==> src/rtl/sst_engine.sv <==
`default_nettype none
// ============================================================================
//  Module   : sst_engine
//  Purpose  : Save-state initiator. Walks mapper registers over the SST bus,
//             saving them to a buffer RAM or restoring them after an ID check.
//  Revision : 1.0 - initial release
// ============================================================================
module sst_engine #(
    parameter int REG_COUNT  = 128,
    parameter int BUF_BASE   = 0,
    parameter int RD_SETTLE  = 2,
    parameter int M2_TIMEOUT = 1024
) (
    input  logic        clk,
    input  logic        rst_n,
    input  logic        start_save,
    input  logic        start_load,
    output logic        busy,
    output logic        done,
    output logic        err,
    input  logic        m2,
    output logic        sst_act,
    output logic        sst_we_reg,
    output logic [7:0]  sst_addr,
    output logic [7:0]  sst_dato,
    input  logic [7:0]  sst_di,
    output logic [15:0] mem_addr,
    output logic [7:0]  mem_dout,
    output logic        mem_we,
    input  logic [7:0]  mem_din
);

    localparam logic [3:0] c_st_idle       = 4'd0;
    localparam logic [3:0] c_st_sv_set     = 4'd1;
    localparam logic [3:0] c_st_sv_wait    = 4'd2;
    localparam logic [3:0] c_st_sv_store   = 4'd3;
    localparam logic [3:0] c_st_ld_chk_set = 4'd4;
    localparam logic [3:0] c_st_ld_chk_cmp = 4'd5;
    localparam logic [3:0] c_st_ld_rd      = 4'd6;
    localparam logic [3:0] c_st_ld_wr      = 4'd7;
    localparam logic [3:0] c_st_ld_m2      = 4'd8;
    localparam logic [3:0] c_st_fin        = 4'd9;

    localparam int c_chk_wait = (RD_SETTLE > 1) ? RD_SETTLE : 1;
    localparam int c_sw       = $clog2(c_chk_wait + 1);
    localparam int c_tw       = $clog2(M2_TIMEOUT + 1);
    localparam logic [c_sw-1:0] c_sv_last  = c_sw'((RD_SETTLE > 0) ? RD_SETTLE - 1 : 0);
    localparam logic [c_sw-1:0] c_chk_last = c_sw'(c_chk_wait - 1);
    localparam logic [c_tw-1:0] c_tmo_last = c_tw'(M2_TIMEOUT - 1);
    localparam logic [7:0]      c_id_idx   = 8'(REG_COUNT - 1);
    localparam logic [7:0]      c_last_wr  = 8'(REG_COUNT - 2);
    localparam logic [15:0]     c_base     = 16'(BUF_BASE);

    logic [3:0]      r_state;
    logic [3:0]      w_next;
    logic [7:0]      r_idx;
    logic [c_sw-1:0] r_settle;
    logic [c_tw-1:0] r_tmo;
    logic            r_err;
    logic            r_m2_s1;
    logic            r_m2_sync;
    logic            r_m2_prev;
    logic [7:0]      r_addr_hold;
    logic [7:0]      r_dato_hold;

    logic            w_busy;
    logic            w_done;
    logic            w_mem_we;
    logic            w_we_reg;
    logic [7:0]      w_sst_addr;
    logic [7:0]      w_sst_dato;
    logic [15:0]     w_mem_addr;
    logic [7:0]      w_mem_dout;

    logic w_start;
    logic w_sv_settled;
    logic w_chk_settled;
    logic w_m2_fall;
    logic w_fall_ok;

    assign w_start       = start_save | start_load;
    assign w_sv_settled  = (r_settle == c_sv_last);
    assign w_chk_settled = (r_settle == c_chk_last);
    assign w_m2_fall     = r_m2_prev & ~r_m2_sync;
    // The first LD_M2 cycle carries a fall that began before the strobe rose.
    assign w_fall_ok     = w_m2_fall && (r_tmo != '0);

    always_ff @(posedge clk) begin
        if (!rst_n) begin
            r_state <= c_st_idle;
        end else begin
            r_state <= w_next;
        end
    end

    always_comb begin
        w_next = r_state;
        case (r_state)
            c_st_idle: begin
                if (start_save) begin
                    w_next = c_st_sv_set;
                end else if (start_load) begin
                    w_next = c_st_ld_chk_set;
                end
            end
            c_st_sv_set:     w_next = (RD_SETTLE > 0) ? c_st_sv_wait : c_st_sv_store;
            c_st_sv_wait:    if (w_sv_settled) w_next = c_st_sv_store;
            c_st_sv_store:   w_next = (r_idx == c_id_idx) ? c_st_fin : c_st_sv_set;
            c_st_ld_chk_set: if (w_chk_settled) w_next = c_st_ld_chk_cmp;
            c_st_ld_chk_cmp: begin
                if ((mem_din != sst_di) || (REG_COUNT < 2)) begin
                    w_next = c_st_fin;
                end else begin
                    w_next = c_st_ld_rd;
                end
            end
            c_st_ld_rd:      w_next = c_st_ld_wr;
            c_st_ld_wr:      w_next = c_st_ld_m2;
            c_st_ld_m2: begin
                if (w_fall_ok) begin
                    w_next = (r_idx == c_last_wr) ? c_st_fin : c_st_ld_rd;
                end else if (r_tmo == c_tmo_last) begin
                    w_next = c_st_fin;
                end
            end
            c_st_fin:        w_next = c_st_idle;
            default:         w_next = c_st_idle;
        endcase
    end

    always_ff @(posedge clk) begin
        if (!rst_n) begin
            r_idx       <= '0;
            r_settle    <= '0;
            r_tmo       <= '0;
            r_err       <= 1'b0;
            r_m2_s1     <= 1'b0;
            r_m2_sync   <= 1'b0;
            r_m2_prev   <= 1'b0;
            r_addr_hold <= '0;
            r_dato_hold <= '0;
        end else begin
            r_m2_s1   <= m2;
            r_m2_sync <= r_m2_s1;
            r_m2_prev <= r_m2_sync;

            if ((r_state == c_st_sv_wait && !w_sv_settled) ||
                (r_state == c_st_ld_chk_set && !w_chk_settled)) begin
                r_settle <= r_settle + c_sw'(1);
            end else begin
                r_settle <= '0;
            end

            if (r_state == c_st_ld_m2 && w_next == c_st_ld_m2) begin
                r_tmo <= r_tmo + c_tw'(1);
            end else begin
                r_tmo <= '0;
            end

            if (r_state != c_st_idle) begin
                r_addr_hold <= w_sst_addr;
            end

            case (r_state)
                c_st_idle: begin
                    if (w_start) begin
                        r_idx <= '0;
                        r_err <= 1'b0;
                    end
                end
                c_st_sv_store: begin
                    if (r_idx != c_id_idx) begin
                        r_idx <= r_idx + 8'd1;
                    end
                end
                c_st_ld_chk_cmp: begin
                    r_idx <= '0;
                    if (mem_din != sst_di) begin
                        r_err <= 1'b1;
                    end
                end
                c_st_ld_wr: r_dato_hold <= mem_din;
                c_st_ld_m2: begin
                    if (w_fall_ok) begin
                        r_idx <= r_idx + 8'd1;
                    end else if (r_tmo == c_tmo_last) begin
                        r_err <= 1'b1;
                    end
                end
                default: ;
            endcase
        end
    end

    always_comb begin
        w_busy     = (r_state != c_st_idle);
        w_done     = (r_state == c_st_fin);
        w_mem_we   = (r_state == c_st_sv_store);
        w_we_reg   = (r_state == c_st_ld_wr) || (r_state == c_st_ld_m2);
        w_sst_addr = r_addr_hold;
        w_sst_dato = r_dato_hold;
        w_mem_addr = '0;
        w_mem_dout = '0;
        case (r_state)
            c_st_sv_set, c_st_sv_wait: begin
                w_sst_addr = r_idx;
                w_mem_addr = c_base + {8'd0, r_idx};
            end
            c_st_sv_store: begin
                w_sst_addr = r_idx;
                w_mem_addr = c_base + {8'd0, r_idx};
                w_mem_dout = sst_di;
            end
            c_st_ld_chk_set, c_st_ld_chk_cmp: begin
                w_sst_addr = c_id_idx;
                w_mem_addr = c_base + {8'd0, c_id_idx};
            end
            c_st_ld_rd: w_mem_addr = c_base + {8'd0, r_idx};
            c_st_ld_wr: begin
                w_sst_addr = r_idx;
                w_sst_dato = mem_din;
                w_mem_addr = c_base + {8'd0, r_idx};
            end
            c_st_ld_m2: begin
                w_sst_addr = r_idx;
                w_mem_addr = c_base + {8'd0, r_idx};
            end
            default: ;
        endcase
    end

    assign busy       = w_busy;
    assign sst_act    = w_busy;
    assign done       = w_done;
    assign err        = r_err;
    assign sst_we_reg = w_we_reg;
    assign sst_addr   = w_sst_addr;
    assign sst_dato   = w_sst_dato;
    assign mem_addr   = w_mem_addr;
    assign mem_dout   = w_mem_dout;
    assign mem_we     = w_mem_we;

endmodule
`default_nettype wire

==> config.mk <==
export PLATFORM = sky130hd
export DESIGN_NAME = sst_engine
export DESIGN_NICKNAME = d
export VERILOG_FILES = /design/src/rtl/sst_engine.sv
export SDC_FILE = /design/constraint.sdc
export NUM_CORES = 1
export LEC_CHECK = 0
export CORE_MARGIN = 2
export CORE_UTILIZATION = 35
export DETAILED_ROUTE_END_ITERATION = 8
export GPL_TIMING_DRIVEN = 0
export SLEW_MARGIN = 5
export SYNTH_ARGS = -nofsm -noshare
export SYNTH_HDL_FRONTEND = slang
export SYNTH_SLANG_ARGS = --single-unit
==> constraint.sdc <==
create_clock -name clk -period 4.9 [get_ports clk]
set_input_delay 0.49 -clock clk [delete_from_list [all_inputs] [get_ports clk]]
set_output_delay 0.49 -clock clk [all_outputs]
set_load 0.03 [all_outputs]
==> summary.md, run 1 <==
| Metric | Value |
|---|---|
| Clock transition at path regs | `about 0.090 ns` |
| Largest net degree at the start of global routing | `15` |
| Num ports | `between 60 and 70` |
| Core area | `0.00729 mm^2` |
| Multiplexer share of the synthesized area | `0.0712` |
| Initial Util | `0.364` |
| TritonCTS buffer count | `5` |
| Final-report hold violation count | `0` |
| Post-synthesis xor/xnor area fraction | `0.0561` |
| Crit path required time | `~4.4 ns` |
| CP peak stage delay | `0.72 ns` |
| Area share of the largest cell type after synthesis | `0.340` |
| GRT Resource Usage Total | `0.170` |
| Final core area utilization | `0.477` |
| Combinational share of power | `0.441` |
| Post-synth EDFFs | `0` |
| Avg Inst Size Synth | `8.21 um^2` |
| TritonCTS clock tree | `done` |
| # clock sinks | `45` |
| Max Fclk | `approximately 0.3 GHz` |
| Vias in the first global route | `2,460` |
| Critical Path Slowest Stage Cell | `clkdlybuf4s50_1` |
| Critical Path Sink Type | `output pin` |
| Worst Setup SP | `r_state[3]` |
| Psw | `0.469 mW` |
| Row count | `31` |
| First-pass GRT wire length | `between 10,000 and 15,000 um` |
| Drt wl/cell | `between 10 and 15 um` |
| Gpl congestion | `0.805` |
| Leading area contributor after synthesis | `dfxtp_1` |
| Die width | `about 91 um` |
| Critical path arrival | `between 2 and 3 ns` |
| Clock root buffer | `clkbuf_8` |
| R2r worst-path depth | `8` |
| Clock Skew | `0.00293 ns` |
| Switch share | `0.396` |
| Asr flop ratio synth | `0` |
| Design Area, Final | `roughly 0.0035 mm^2` |
| Period utilisation layout | `0.688` |
| Final slew viol count | `0` |
| Placement-stage cell area | `around 0.0034 mm^2` |
| Number of post-CTS setup repair buffers | `0` |
| Worst-path maximum fanout | `10` |
| HPWL after DPL | `4970 um` |
| DR vias | `about 2,500` |
| Port Buffers | `58` |
| Outcome | `finished clean` |
| Die height | `roughly 90 um` |
| Final std cells w/o fill | `495` |
| Initial antenna violation count | `0` |
| Seq/Total Area, Yosys | `0.340` |
| Worst-Margin Slew | `1.00 ns` |
| Power share of the clock group | `0.209` |
| Post_cts resized | `0` |
| Most frequent CP cell | `buf_2` |
| GRT overflow | `0` |
| Worst Setup Start Kind | `flop` |
| Slew HR | `0.328` |
| Hold path start | `r_settle[0]` |
| Synthesized flop and latch total | `between 40 and 50` |
| Vias/cell | `5.06` |
| Pwr per Cell Area | `between 300 and 400 mW/mm^2` |
| DRC viols | `0` |
| 1st-pass router iterations | `4` |
| Min cycle time layout | `around 3.4 ns` |
| Worst Hold Depth | `1` |
| Setup TNS | `0 ns` |
| Final wirelength | `6800 um` |
| Critical-path cell list | `buf_2 > buf_2 > buf_2 > nand2_1 > nor2_1 > a21oi_1 > o21ai_0 > clkdlybuf4s50_1` |
| Max-cap violations | `0` |
| Worst hold path type | `flop to flop` |
| Area contributors post-synth | `dfxtp_1 34%, mux2_2 6.4%, and2_1 6.1%, nor2_1 4.0%, o21ai_0 4.0%` |
| Sequential Power Share | `0.350` |
| Clk Latency, worst-skew pair | `approximately 0.3 ns` |
| NumNets Final | `421` |
| Most frequent cell after synthesis | `dfxtp_1` |
| Synth Instances | `between 300 and 400` |
| Post-synthesis cell type count | `between 40 and 50` |
| Commonest cells post-synth | `45 x dfxtp_1, 28 x nor2_1, 26 x and2_1` |
| Antenna Nets Post-Route | `0` |
| Synth Area in Simple Gates | `0.258` |
| Compound-Gate Fraction of Synth Area | `0.178` |
| Reg2reg start | `r_tmo[0]` |
| Die area | `a little over 0.008 mm^2` |
| Cell leakage power | `1.33 nW` |
| H-tree Lvls | `2` |
| ANT cells | `0` |
| Setup CP Type | `flop to output pin` |
| Share of layout cells above drive strength 1 | `0.114` |
| Max rail drop VDD | `between 0.15 and 0.2 mV` |
| Post-CTS Hold Fix Bufs | `0` |
| Synthesis Warnings | `0` |
| Top_reg_cell synth | `dfxtp_1` |
| Area Overhead vs Synth | `31.2%` |
| Hold_ws | `~0.43 ns` |
| Area share of fa/ha/maj cells after synthesis | `0.0236` |
| Int Pwr | `between 0.7 and 0.8 mW` |
| Syn Std Cell Area | `between 0.002 and 0.003 mm^2` |
| 1st-iter DRT viols | `about 170` |
| CTS Buffer Depth | `2` |
| RSZ-0062 raised after global routing | `no` |
| Final setup viols | `0` |
| Largest family of logic cells by synthesized area | `simple AND/OR/NAND/NOR gates` |
| Placed insts | `about 490` |
layer usage:
| metal | vias up | share of wire | GRT usage | routed length (um) |
|---|---|---|---|---|
| li1 | 1263 | - | - | - |
| met1 | 1154 | 0.47 | 0.229 | 3210 |
| met2 | 85 | 0.45 | 0.275 | 3090 |
| met3 | 5 | 0.066 | 0.0415 | 447 |
| met4 | 0 | 0.0084 | 0.0404 | 57 |
| met5 | - | 0 | 0 | 0 |
stage by stage:
stage | total power [mW] | worst slack (ns)
finish | 1.18 | 1.53
global route | 1.25 | 1.35
CTS | 1.19 | 1.60
detailed placement | 0.939 | 1.94
global placement | 0.934 | 1.95
floorplan | 0.756 | 2.41
registers in the layout (all words and copies together), names as in the netlist:
name,count
r_tmo,11
r_addr_hold,8
r_dato_hold,8
r_idx,8
r_state,4
r_settle,2
err,1
r_m2_prev,1
r_m2_s1,1
r_m2_sync,1
cell type report:
type / count / area [um^2]
Inverter: 11 / 41.3
Sequential cell: 45 / 901
Buffer: 27 / 149
Clock buffer: 6 / 82.6
Fill cell: 759 / 3810
Tap cell: 99 / 124
Multi-Input combinational cell: 247 / 1590
Timing Repair Buffer: 58 / 581
Clock inverter: 2 / 13.8
kinds of logic after synthesis:
kind of cell	Yosys count
fa+ha+maj	5
buf+inv	38
flops	45
other cells	1
simple gates	126
xor+xnor	17
mux	17
compound gates	74
cells in the final DEF (no fill, tap or decap), types with 6 or more instances in the layout:
cell type / n
clkbuf_1: 11
nor3_1: 6
clkbuf_8: 6
conb_1: 8
a21oi_1: 19
nor2_1: 28
mux2_2: 15
buf_4: 11
dfxtp_1: 45
a21o_1: 7
nand3_1: 10
clkdlybuf4s50_1: 58
nand2_1: 20
xor2_1: 12
or4_1: 6
o21ai_0: 21
inv_1: 11
a221o_1: 7
and2_1: 26
final timing paths:
| kind | to | slack, ns |
|---|---|---|
| setup / recovery | mem_addr[1] | 1.53 |
| hold reg to reg | r_settle[0] | 0.43 |
| hold / removal | r_settle[0] | 0.43 |
| setup reg to reg | r_idx[0] | 2.59 |
power groups by stage:
stage,Clock (mW),Combinational (mW),Sequential (mW)
2_1_floorplan,0,0.334,0.422
3_3_place_gp,0,0.512,0.422
3_5_place_dp,0,0.517,0.422
4_1_cts,0.254,0.520,0.414
5_1_grt,0.269,0.566,0.419
6_report,0.248,0.521,0.414
worst max-delay path: cells and delay by family, from the launching register on:
family | cells | cell delay [ns]
buffers and inverters | 4 | 1.48
DFF | 1 | 0.31
and+or+nand+nor | 2 | 0.44
AOI/OAI and AO/OA | 2 | 0.36
Power figures use the tool's default switching activity.
==> inputs of run 2 (changes only) <==
clock period = 3.5 ns   (was 4.9 ns; I/O delays follow)
==> results of run 2 <==
Same layout as run 1 (identical final DEF). Status: finished clean.
Main changes from that run: setup slack after placement 1.94 ns -> 0.678 ns; setup slack after layout 1.53 ns -> 0.267 ns; register-to-register setup slack 2.59 ns -> 1.19 ns; total power 1.18 mW -> 1.66 mW; worst IR drop on VDD 0.160 mV -> 0.225 mV
